<file path="src/rtl/resp_pkg.sv">
// Shared response-encoding constants and types for the response path.
// Latency: n/a (package only).
// Backpressure: n/a.
// Contents: ASCII frame headers, error codes shared with the command decoder,
//           response-kind enum, encoder FSM states, captured-response struct.
package resp_pkg;

  localparam logic [7:0] RESP_K = 8'h4B;  // 'K' write acknowledge
  localparam logic [7:0] RESP_D = 8'h44;  // 'D' read data
  localparam logic [7:0] RESP_E = 8'h45;  // 'E' error

  localparam logic [7:0] ERR_UNKNOWN_CMD = 8'h01;
  localparam logic [7:0] ERR_BAD_ADDR    = 8'h02;

  typedef enum logic [1:0] {
    KIND_K = 2'd0,
    KIND_D = 2'd1,
    KIND_E = 2'd2
  } resp_kind_e;

  typedef enum logic {
    S_IDLE = 1'b0,
    S_SEND = 1'b1
  } enc_state_e;

  typedef struct packed {
    resp_kind_e  kind;
    logic [7:0]  addr;
    logic [7:0]  data;
    logic [7:0]  code;
  } resp_t;

endpackage

</file>
<file path="src/rtl/resp_slot.sv">
// Single-entry holding register for one captured response (fields + full flag).
// Latency: load/pop take effect on the next clk edge; load wins over pop.
// Backpressure: none; the owner decides when to load or pop.
// Ports: clk_i, rst_ni (sync, active-low), load_i, pop_i, resp_i -> resp_o, full_o.
module resp_slot
  import resp_pkg::*;
(
  input  logic  clk_i,
  input  logic  rst_ni,
  input  logic  load_i,
  input  logic  pop_i,
  input  resp_t resp_i,
  output resp_t resp_o,
  output logic  full_o
);

  resp_t resp_q;
  logic  full_q;

  always_ff @(posedge clk_i) begin
    if (!rst_ni) begin
      resp_q <= '0;
      full_q <= 1'b0;
    end else if (load_i) begin
      resp_q <= resp_i;
      full_q <= 1'b1;
    end else if (pop_i) begin
      full_q <= 1'b0;
    end
  end

  assign resp_o = resp_q;
  assign full_o = full_q;

endmodule

</file>
<file path="src/rtl/resp_encoder.sv">
// Serialises decoder response pulses (K/D/E) into a byte stream for uart_tx.
// Latency: pulse sampled at edge N -> header byte valid after edge N; frames run back-to-back.
// Backpressure: tx_valid/tx_data hold until tx_ready; one pending response is buffered, further ones drop.
// Ports: clk, rst_n (sync, active-low); resp_ok/resp_data/resp_err pulses with
//        resp_addr/resp_data_byte/resp_err_code; tx_data/tx_valid/tx_ready byte
//        handshake; busy, frame_done (same cycle as last-byte handshake), drop (cycle after).
module resp_encoder
  import resp_pkg::*;
#(
  parameter bit         EOL_EN   = 1'b1,
  parameter logic [7:0] EOL_BYTE = 8'h0A
) (
  input  logic       clk,
  input  logic       rst_n,
  input  logic       resp_ok,
  input  logic       resp_data,
  input  logic       resp_err,
  input  logic [7:0] resp_addr,
  input  logic [7:0] resp_data_byte,
  input  logic [7:0] resp_err_code,
  output logic [7:0] tx_data,
  output logic       tx_valid,
  input  logic       tx_ready,
  output logic       busy,
  output logic       frame_done,
  output logic       drop
);

  enc_state_e state_q, state_d;
  logic [1:0] idx_q, idx_d;
  logic       drop_q, drop_d;
  logic       busy_q, busy_d;

  logic  ev;
  resp_t ev_resp;
  resp_t act_q, act_in, pnd_q;
  logic  act_full, pnd_full;
  logic  act_load, act_pop, act_sel_pnd;
  logic  pnd_load, pnd_pop;
  logic  hs, last_hs;
  logic [1:0] last_idx;

  assign ev = resp_ok | resp_data | resp_err;

  // Simultaneous pulses collapse to one response, E over D over K.
  always_comb begin
    ev_resp.addr = resp_addr;
    ev_resp.data = resp_data_byte;
    ev_resp.code = resp_err_code;
    if (resp_err)       ev_resp.kind = KIND_E;
    else if (resp_data) ev_resp.kind = KIND_D;
    else                ev_resp.kind = KIND_K;
  end

  assign act_in = act_sel_pnd ? pnd_q : ev_resp;

  resp_slot u_act (
    .clk_i  (clk),
    .rst_ni (rst_n),
    .load_i (act_load),
    .pop_i  (act_pop),
    .resp_i (act_in),
    .resp_o (act_q),
    .full_o (act_full)
  );

  resp_slot u_pnd (
    .clk_i  (clk),
    .rst_ni (rst_n),
    .load_i (pnd_load),
    .pop_i  (pnd_pop),
    .resp_i (ev_resp),
    .resp_o (pnd_q),
    .full_o (pnd_full)
  );

  assign tx_valid = (state_q == S_SEND) && act_full;
  assign hs       = tx_valid && tx_ready;

  always_comb begin
    last_idx = EOL_EN ? 2'd2 : 2'd1;
    if (act_q.kind == KIND_D) last_idx = EOL_EN ? 2'd3 : 2'd2;
  end

  assign last_hs    = hs && (idx_q == last_idx);
  assign frame_done = last_hs;

  // Byte mux: contents come only from the active capture register.
  always_comb begin
    tx_data = 8'h00;
    if (tx_valid) begin
      case (idx_q)
        2'd0: begin
          case (act_q.kind)
            KIND_D:  tx_data = RESP_D;
            KIND_E:  tx_data = RESP_E;
            default: tx_data = RESP_K;
          endcase
        end
        2'd1:    tx_data = (act_q.kind == KIND_E) ? act_q.code : act_q.addr;
        2'd2:    tx_data = (act_q.kind == KIND_D) ? act_q.data : EOL_BYTE;
        default: tx_data = EOL_BYTE;
      endcase
    end
  end

  always_comb begin
    state_d     = state_q;
    idx_d       = idx_q;
    act_load    = 1'b0;
    act_pop     = 1'b0;
    act_sel_pnd = 1'b0;
    pnd_load    = 1'b0;
    pnd_pop     = 1'b0;
    drop_d      = 1'b0;
    case (state_q)
      S_IDLE: begin
        if (ev) begin
          act_load = 1'b1;
          state_d  = S_SEND;
          idx_d    = 2'd0;
        end
      end
      default: begin
        if (hs) idx_d = idx_q + 2'd1;
        if (last_hs) begin
          idx_d = 2'd0;
          if (pnd_full) begin
            // Pending moves up; the slot is judged full at this edge, so a new event drops.
            act_load    = 1'b1;
            act_sel_pnd = 1'b1;
            pnd_pop     = 1'b1;
            drop_d      = ev;
          end else if (ev) begin
            // Empty slot at the closing edge: the event becomes the next frame directly.
            act_load = 1'b1;
          end else begin
            act_pop = 1'b1;
            state_d = S_IDLE;
          end
        end else if (ev) begin
          if (pnd_full) drop_d   = 1'b1;
          else          pnd_load = 1'b1;
        end
      end
    endcase
  end

  assign busy_d = (state_d != S_IDLE) || pnd_load || (pnd_full && !pnd_pop);

  always_ff @(posedge clk) begin
    if (!rst_n) begin
      state_q <= S_IDLE;
      idx_q   <= 2'd0;
      drop_q  <= 1'b0;
      busy_q  <= 1'b0;
    end else begin
      state_q <= state_d;
      idx_q   <= idx_d;
      drop_q  <= drop_d;
      busy_q  <= busy_d;
    end
  end

  assign busy = busy_q;
  assign drop = drop_q;

endmodule
</file>
<file path="config.mk">
export PLATFORM = sky130hd
export DESIGN_NAME = resp_encoder
export DESIGN_NICKNAME = d
export VERILOG_FILES = /design/src/rtl/resp_pkg.sv /design/src/rtl/resp_slot.sv /design/src/rtl/resp_encoder.sv
export SDC_FILE = /design/constraint.sdc
export NUM_CORES = 1
export LEC_CHECK = 0
export CAP_MARGIN = 20
export CORE_UTILIZATION = 55
export CTS_CLUSTER_DIAMETER = 60
export DETAILED_ROUTE_END_ITERATION = 8
export PLACE_DENSITY = 0.8
export SETUP_SLACK_MARGIN = 0.1
export SYNTH_ARGS = -nofsm -noshare
export SYNTH_HDL_FRONTEND = slang
export SYNTH_SLANG_ARGS = --single-unit
</file>
<file path="constraint.sdc">
create_clock -name clk -period 2.02 [get_ports clk]
set_input_delay 0.303 -clock clk [delete_from_list [all_inputs] [get_ports clk]]
set_output_delay 0.303 -clock clk [all_outputs]
set_load 0.005 [all_outputs]
</file>
==> results of run 1 <==
-- layer usage --
layer | wire, um | GRT usage | vias up
met3 | 795 | 0.06548 | 45
met2 | 4954 | 0.4714 | 211
li1 | - | - | 1317
met5 | 0 | 0 | -
met1 | 4088 | 0.3629 | 1448
met4 | 477 | 0.1769 | 0
-- critical path: stages, from the launching register on --
cell and delay [ns]:
dfxtp_2 0.33, inv_2 0.07, ha_4 0.18, buf_4 0.13, buf_6 0.10, mux2_2 0.35, a22oi_2 0.16, nor2_1 0.08
clkbuf_2 0.13
-- logic make-up after synthesis --
group / after synthesis / synth area share
flops: 59 / 0.3837
simple gates: 107 / 0.1431
buf+inv: 61 / 0.1008
mux: 33 / 0.1106
compound gates: 75 / 0.2305
fa+ha+maj: 7 / 0.02845
xor+xnor: 1 / 0.002846
-- layout make-up --
type,instances,area [um2],share of cell area
Tap cell,70,87.58,0.02074
Sequential cell,59,1185,0.2806
Clock inverter,3,67.56,0.01600
Inverter,34,130.1,0.03081
Multi-Input combinational cell,223,1836,0.4347
Clock buffer,13,178.9,0.04237
Timing Repair Buffer,74,738.2,0.1748
-- metrics by stage --
stage                     power (mW)  hold slack, ns  setup TNS [ns]  std cells
after detailed placement       1.847          0.4480         -0.9123        447
after CTS                      3.191          0.3631         -0.2092        468
after global placement         1.827          0.4429         -0.4118        447
after global routing           3.424          0.4270          -1.557        476
final                          3.353          0.3843          -1.160        476
after floorplan                1.660          0.4282               0        343
-- worst max-delay path by stage --
stage,slack (ns),cells past startpoint,end
finish,-0.19,8,tx_data[4]
global route,-0.22,8,tx_data[7]
CTS,-0.05,6,tx_data[0]
detailed placement,-0.14,7,tx_data[1]
global placement,-0.09,7,tx_data[1]
floorplan,0.23,6,tx_data[6]
-- repair_timing --
item | CTS | global route
hold buffers | 0 | 0
setup buffers | 5 | 6
cloned | 0 | 2
pin swaps | 15 | 8
gates resized for setup | 64 | 29
setup endpoints to repair | 37 | 57
-- report_power, final --
part	switching [mW]	total [mW]	internal, mW
clock	0.510	1.34	0.830
combinational	0.345	0.669	0.324
sequential	0.0896	1.35	1.26
-- sequential cells by signal, indices dropped and copies added, names as in the netlist --
| register | cells |
|---|---|
| busy | 1 |
| drop | 1 |
| idx_q | 2 |
| state_q | 1 |
| u_act.full_o | 1 |
| u_act.resp_o | 26 |
| u_pnd.full_o | 1 |
| u_pnd.resp_o | 26 |
-- cells in the final DEF, fill, tap and decap left out, types with 2 or more instances in the layout --
cell and n:
nand2_4 2, buf_6 8, and2_4 2, a211oi_2 20, nor2_1 31, buf_2 8, inv_1 32, nor2_2 3
mux2i_1 24, nand3_1 3, clkbuf_16 2, o221ai_2 13, buf_4 19, o221ai_1 13, ha_4 3, buf_12 5
a22oi_2 3, a222oi_1 2, a31oi_4 2, bufinv_16 2, or3_1 2, mux2_4 6, mux2_2 2, a211oi_1 6
ha_1 3, a21oi_1 3, dfxtp_1 56, clkbuf_8 13, dfxtp_2 3, o21ai_0 3, nand2_1 57, clkdlybuf4s50_1 31
==> impl_metrics.ini, run 1 <==
[status]
status = finished with violations
violations = setup timing

[flow_run]
drv_cap = 0

[placed_design]
post_dp_cell_area_um2 = 3598
portBuffers = 41
dpl.hpwl_um = 4858
place_congestion = 0.8408
post-place-ws_ns = -0.1396

[grt]
grt_max_degree = 50
grt_pass1_wl_um = 13550
first_global_vias = 2805
antenna_found_initial = 0
grtUsageTotal = 0.2955
grt_overflow = 0

[min_path]
min_path_cells = 3
min_from = rst_n
hp-class = input pin to flop
worstHoldEndpoint = state_q

[synthesis]
synth_nets = 380
yosysSeqAreaShare = 0.3837
yosys-top-cells-count = dfxtp_1 (59), nand2_1 (59), inv_1 (34), nor2_1 (34), mux2i_1 (25)
synthCells = 343
ys_ff_latch = 59
synth_top_cell_area_share = 0.3837
ys_warn_count = 0
synth_edf_count = 0
ys_types = 39
async_flop_share = 0
syn_area_um2 = 3078
avgSynthCellArea_um2 = 8.974
synth_area_leaders = dfxtp_1 (38%), a211oi_2 (8.1%), mux2i_1 (8.1%)
yosys.area.top_type = dfxtp_1
synthFlopType = dfxtp_1

[die]
core_area_um2 = 5238
die_height_um = 76.81
rows = 26
die_x_um = 76.81
start_util = 0.5877
die-area_um2 = 5900
ioPinCount = 42

[power]
vdd_drop_max_mv = 0.5172
p_leak_nw = 1.741
pwr_density_cell_nw_per_um2 = 794.1

[clocking]
cts_root_buffer = clkbuf_8
clockBufferDepth = 2
cts_sinks = 59
clkSlewWorstSetupHoldPaths_ns = 0.07
cts_tree = done
htree_levels = 3
cts_made_buffers = 9
clock_latency_ns = 0.36

[timing]
worst_pin_slew_ns = 0.5429
fmax_ghz = 0.4533
finalClockSkew_ns = 0.01082
post-route-period-util = 1.092
slew_viol_final = 0
rsz0062_at_grt = yes
final_hold_viol_count = 0
max_slew_margin = 0.6381
setup_slack_ns = -0.1859
setup_viol = 9
fin_crit_ns = 2.206

[worst_setup_path]
timing.rr.end = u_act.resp_o[17]
r2r_setup_slack_ns = -0.02
r2r_cells = 8
cp.arrival_ns = 1.90
crit_fanout = 6
critical_path_class = flop to output pin
reg2reg_from = u_act.resp_o[25]
critPathRequiredTime_ns = 1.72
endpoint_kind = output pin
cp-start-kind = flop
worstSetupStartpoint = u_act.resp_o[24]

[final_layout]
final_area_um2 = 4223
drive_gt1_frac = 0.3202
utilization = 0.8063
nFillCells = 296
syn_to_final_growth_pct = 37.20
diodes = 0
nNetsFinal = 438

[detailed_routing]
vias = 3021
wl_per_cell_um = 21.67
postRouteAntennaNets = 0
via_per_inst = 6.347
drtPass1Iterations = 7
initialDrtViolationCount = 353
drc = 0
wl_um = 10320
(Power assumes the default switching activity.)
==> run 2: changes to the inputs <==
--- a/config.mk
+++ b/config.mk
@@ -6,11 +6,14 @@
 export NUM_CORES = 1
 export LEC_CHECK = 0
 export CAP_MARGIN = 20
-export CORE_UTILIZATION = 55
+export CELL_PAD_IN_SITES_DETAIL_PLACEMENT = 1
+export CELL_PAD_IN_SITES_GLOBAL_PLACEMENT = 1
+export CORE_UTILIZATION = 43
 export CTS_CLUSTER_DIAMETER = 60
 export DETAILED_ROUTE_END_ITERATION = 8
-export PLACE_DENSITY = 0.8
+export PLACE_DENSITY_LB_ADDON = 0.1
 export SETUP_SLACK_MARGIN = 0.1
 export SYNTH_ARGS = -nofsm -noshare
 export SYNTH_HDL_FRONTEND = slang
+export SYNTH_HIERARCHICAL = 1
 export SYNTH_SLANG_ARGS = --single-unit
==> run 2 against run 1 <==
  * Highest routed layer unchanged
  * Synthesized cell count is 17% lower
  * The run still ends with setup timing left
  * Critical path depth is 3 higher
  * Sequential power is 4% lower
  * Clock-buffer cell count is 1 lower
  * Die area is 28% higher
==> impl_metrics.ini, run 2 <==
[worst_setup_path]
critPathRequiredTime_ns = 2.26
cp.arrival_ns = 2.44
reg2reg_from = u_act/resp_o[24]
crit_fanout = 8
critical_path_class = flop to flop
cp-start-kind = flop
endpoint_kind = flop
worstSetupStartpoint = u_act/resp_o[24]

[grt]
antenna_found_initial = 0
grt_overflow = 0
grt_max_degree = 63
busiest_layer = met2
gr-usage-met1 = 0.2662
first_global_vias = 2542
grtUsageTotal = 0.2328
gr-usage-met3 = 0.05782
grt_pass1_wl_um = 12970
use_met2 = 0.4195

[clocking]
clkSlewWorstSetupHoldPaths_ns = 0.07
cts_sinks = 59
htree_levels = 3
clockBufferDepth = 2
cts_made_buffers = 9
cts_root_buffer = clkbuf_8
cts_hold_buf = 0
clock_latency_ns = 0.35
cts_tree = done

[synthesis]
yosys.area.top_type = dfxtp_1
synth_edf_count = 0
synth_most_common_cell = dfxtp_1
ys_ff_latch = 59
synth_top_cell_area_share = 0.3799
ys_warn_count = 6
async_flop_share = 0
yosys-top-cells-count = dfxtp_1 (59), nor2b_1 (55), mux2i_1 (52), mux2_4 (19), mux2_2 (15)
ys_types = 35
synth_nets = 320
syn_area_um2 = 3109
synth_area_leaders = dfxtp_1 (38%), mux2i_1 (17%), nor2b_1 (11%)
avgSynthCellArea_um2 = 10.99
synthFlopType = dfxtp_1
yosysSeqAreaShare = 0.3799
synthCells = 283

[power]
p_leak_nw = 1.901
pwr_density_cell_nw_per_um2 = 680.3
report.power.total_mw = 3.018
vdd_drop_max_mv = 0.4623

[detailed_routing]
drtPass1Iterations = 4
drc = 0
initialDrtViolationCount = 98
vias = 2422
wl_um = 9274
wl_per_cell_um = 19.94
postRouteAntennaNets = 0
via_per_inst = 5.209

[final_layout]
nNetsFinal = 401
syn_to_final_growth_pct = 42.70
nFillCells = 725
diodes = 0
final_cell_mix = nor2b_1 (55), dfxtp_1 (55), mux2i_1 (45)
drive_gt1_frac = 0.3794

[timing]
rsz0062_at_grt = yes
slew_viol_final = 0
worst_pin_slew_ns = 0.4197
max_slew_margin = 0.7181
fin_crit_ns = 2.200
fmax_ghz = 0.4546
post-route-period-util = 1.089
final_hold_viol_count = 0
whs_ns = 0.5197
finalClockSkew_ns = 0.008941
setup_slack_ns = -0.1797
setup_viol = 32

[die]
die_x_um = 87.04
die-area_um2 = 7575
rows = 30
start_util = 0.4502
ioPinCount = 42
die_height_um = 87.04
core_area_um2 = 6907

[status]
status = finished with violations
violations = setup timing

[min_path]
min_from = u_pnd/resp_o[13]
hp-class = flop to flop

[flow_run]
drv_cap = 0

[placed_design]
dpl.hpwl_um = 4776
portBuffers = 41
post-place-ws_ns = -0.1906
place_congestion = 0.7185
## run 2: changes by cell type after synthesis, sizes merged, moves of 3 or more
cell,before,now
a21oi,4,1
nand2,59,5
buf,14,10
a211oi,26,0
and3,0,3
mux2,8,34
o221ai,26,0
inv,34,11
nor2,34,8
nor2b,0,55
mux2i,25,52
clkbuf,13,7
## run 2: layout make-up
| cell class | count | area (um2) | share of cell area |
|---|---|---|---|
| multi-input combinational | 196 | 1914 | 0.4315 |
| sequential | 59 | 1191 | 0.2685 |
| timing repair buffer | 87 | 965.9 | 0.2177 |
| clock buffer | 12 | 155.1 | 0.03497 |
| tap | 96 | 120.1 | 0.02707 |
| clock inverter | 4 | 48.80 | 0.01100 |
| inverter | 11 | 41.29 | 0.009306 |
## run 2: critical path: stages (launching register included)
cell	delay, ns
dfxtp_4	0.35
buf_6	0.12
ha_4	0.18
xnor2_4	0.18
buf_6	0.14
buf_6	0.10
nand4_4	0.11
buf_6	0.17
clkbuf_16	0.16
mux2_4	0.31
mux2i_1	0.18
nor2b_1	0.08
## run 2: routing by layer
layer / wire length, um / share of wire / vias to the layer above
met5: 0 / 0 / -
met4: 192 / 0.021 / 0
met3: 305 / 0.033 / 17
met2: 4944 / 0.53 / 53
met1: 3832 / 0.41 / 1211
li1: - / - / 1141
## run 2: per-stage QoR
| step | setup TNS [ns] | utilization | cells | instance area [um2] |
|---|---|---|---|---|
| floorplan | 0 | - | 283 | 3109 |
| global placement | -0.7942 | 0.5402 | 425 | 3731 |
| detailed placement | -1.045 | 0.5402 | 425 | 3731 |
| CTS | -0.4973 | 0.6205 | 459 | 4285 |
| global route | -3.565 | 0.6424 | 465 | 4437 |
| finish | -2.195 | 0.6424 | 465 | 4437 |
## run 2: repair_timing
action | CTS | global route
resized for setup | 74 | 35
gates cloned | 4 | 4
setup buffers | 15 | 10
pin swaps | 19 | 16
endpoints found under the setup margin | 62 | 66
## run 2: path summary, 6_finish.rpt
path	to	slack, ns	cells after the start
min reg2reg	u_pnd/resp_o[13]	0.52	2
min	u_pnd/resp_o[13]	0.52	2
max	u_act/resp_o[14]	-0.18	11
max reg2reg	u_act/resp_o[14]	-0.18	11
## run 2: kinds of logic (layout without fill, tap and decap cells)
group	count (synthesis)	in the layout	share of synthesized area
AOI/OAI and AO/OA	20	20	0.04829
xor gates and xnor gates	1	1	0.005233
adders and majority gates	7	7	0.02817
buffers and inverters	28	114	0.06680
DFF	59	59	0.3799
muxes	86	86	0.3135
and+or+nand+nor	82	82	0.1582
## run 2: power breakdown
group	switching (mW)	leakage [nW]	internal, mW
Combinational	0.248	1.31	0.360
Clock	0.482	0.106	0.635
Sequential	0.0527	0.488	1.24
==> run 3: changes to the inputs <==
--- a/config.mk
+++ b/config.mk
@@ -8,11 +8,12 @@
 export CAP_MARGIN = 20
 export CELL_PAD_IN_SITES_DETAIL_PLACEMENT = 1
 export CELL_PAD_IN_SITES_GLOBAL_PLACEMENT = 1
-export CORE_UTILIZATION = 43
+export CORE_UTILIZATION = 30
 export CTS_CLUSTER_DIAMETER = 60
 export DETAILED_ROUTE_END_ITERATION = 8
 export PLACE_DENSITY_LB_ADDON = 0.1
 export SETUP_SLACK_MARGIN = 0.1
+export SLEW_MARGIN = 20
 export SYNTH_ARGS = -nofsm -noshare
 export SYNTH_HDL_FRONTEND = slang
 export SYNTH_HIERARCHICAL = 1
==> run 3 against run 2 <==
  * The run still ends with setup timing left
  * Maximum frequency up 4.0%
  * Largest cell class unchanged
  * Final area up 1.0%
  * Highest routed layer unchanged
  * Sequential power about the same
  * Non-clock buffer count up 8
  * Clock-buffer cell count up 1
  * Cell count up 9.5%
  * Global-route usage down 7.3 points
  * Clock skew down 0.0025 ns
  * Critical path depth up 1
  * Core utilization down 19 points
==> impl_metrics.ini, run 3 (same netlist as run 2, synthesis figures left out) <==
[placed_design]
portBuffers = 41
place_congestion = 0.7478
post_dp_cell_area_um2 = 3812
post-place-ws_ns = -0.1324
dpl.hpwl_um = 4947

[status]
violations = setup timing
status = finished with violations

[timing]
setup_viol = 33
rsz0062_at_grt = yes
whs_ns = 0.5162
fin_crit_ns = 2.115
final_hold_viol_count = 0
setup_slack_ns = -0.09489
slew_viol_final = 0
worst_pin_slew_ns = 0.3748
post-route-period-util = 1.047
finalClockSkew_ns = 0.006393
fmax_ghz = 0.4728
max_slew_margin = 0.7482

[power]
report.power.total_mw = 2.909
vdd_drop_max_mv = 0.2601
pwr_density_cell_nw_per_um2 = 649.2
p_leak_nw = 1.941

[clocking]
htree_levels = 3
clock_latency_ns = 0.35
cts_root_buffer = clkbuf_8
cts_tree = done
clkSlewWorstSetupHoldPaths_ns = 0.07
clockBufferDepth = 2
cts_made_buffers = 9
cts_sinks = 59

[die]
ioPinCount = 42
start_util = 0.3138
die_x_um = 103.8
core_area_um2 = 9910
rows = 36
die-area_um2 = 10780
die_height_um = 103.8

[grt]
antenna_found_initial = 0
grtUsageTotal = 0.1599
grt_overflow = 0
first_global_vias = 2462
grt_max_degree = 63
grt_pass1_wl_um = 13050

[detailed_routing]
drc = 0
vias = 2324
wl_per_cell_um = 16.61
postRouteAntennaNets = 0
initialDrtViolationCount = 53
wl_um = 8453
via_per_inst = 4.566
drtPass1Iterations = 4

[worst_setup_path]
max_stage_delay_ns = 0.33
crit_fanout = 7
path_depth = 12
endpoint_kind = flop
critPathRequiredTime_ns = 2.26
crit_top_cell = buf_6
cpMaxStageDelayCell = dfxtp_2
cp.arrival_ns = 2.35
critical_path_class = flop to flop
r2r_cells = 12
cp_top_family = buffers and inverters
cp-start-kind = flop
crit_buf_inv = 6
path_cells = buf_6, ha_4, buf_6, xnor2_4, buf_6, nand4_1, buf_4, a2bb2oi_4, buf_12, buf_12, mux2i_1, nor2b_1

[final_layout]
syn_to_final_growth_pct = 44.14
nNetsFinal = 409
final_area_um2 = 4482
final_cell_mix = nor2b_1 (55), dfxtp_1 (55), mux2i_1 (51)
drive_gt1_frac = 0.3723
utilization = 0.4523
diodes = 0

[min_path]
hp-class = flop to flop
min_path_cells = 2

[flow_run]
drv_cap = 0
-- run 3: stage by stage --
stage	cells	setup TNS, ns
global placement	465	-0.8548
CTS	507	-2.406
global route	509	-5.793
floorplan	283	0
finish	509	-2.208
detailed placement	465	-1.814
-- run 3: tightest hold or removal path: cells and delay by family (launching register included) --
kind,cells,cell delay [ns]
flops,1,0.32
mux,1,0.06
simple gates,1,0.09
-- run 3: worst paths after layout --
| kind | start | endpoint | slack [ns] |
|---|---|---|---|
| worst max-delay path | u_act/resp_o[24] | u_act/resp_o[9] | -0.09 |
| worst max register to register | u_act/resp_o[24] | u_act/resp_o[9] | -0.09 |
| worst min register to register | u_pnd/resp_o[15] | u_pnd/resp_o[15] | 0.52 |
| worst min-delay path | u_pnd/resp_o[15] | u_pnd/resp_o[15] | 0.52 |
-- run 3: area by class of cell --
class	instances	area, um2
fillers	1089	5428
inverters	11	41.29
flip-flops and latches	59	1189
well taps	133	166.4
repair buffers	95	1023
multi-input cells	196	1883
clock buffers	13	168.9
clock inverters	2	10.01
-- run 3: what timing repair did --
| action | CTS | global route |
|---|---|---|
| setup endpoints to repair | 62 | 66 |
| hold buffers | 0 | 0 |
| pin swaps | 20 | 15 |
| resized for setup | 76 | 30 |
| gates cloned | 5 | 2 |
| setup buffers | 22 | 9 |
-- run 3: metal layers --
layer,up-vias,routed length (um),GRT usage
met1,1131,4081,0.2036
met2,37,3966,0.2562
met3,8,300,0.04720
met4,0,104,0.05510
met5,-,0,0
li1,1148,-,-
-- run 3: report_power, final --
| part | leakage, nW | internal (mW) | switching, mW |
|---|---|---|---|
| Clock | 0.0953 | 0.536 | 0.482 |
| Sequential | 0.487 | 1.24 | 0.0473 |
| Combinational | 1.36 | 0.372 | 0.230 |
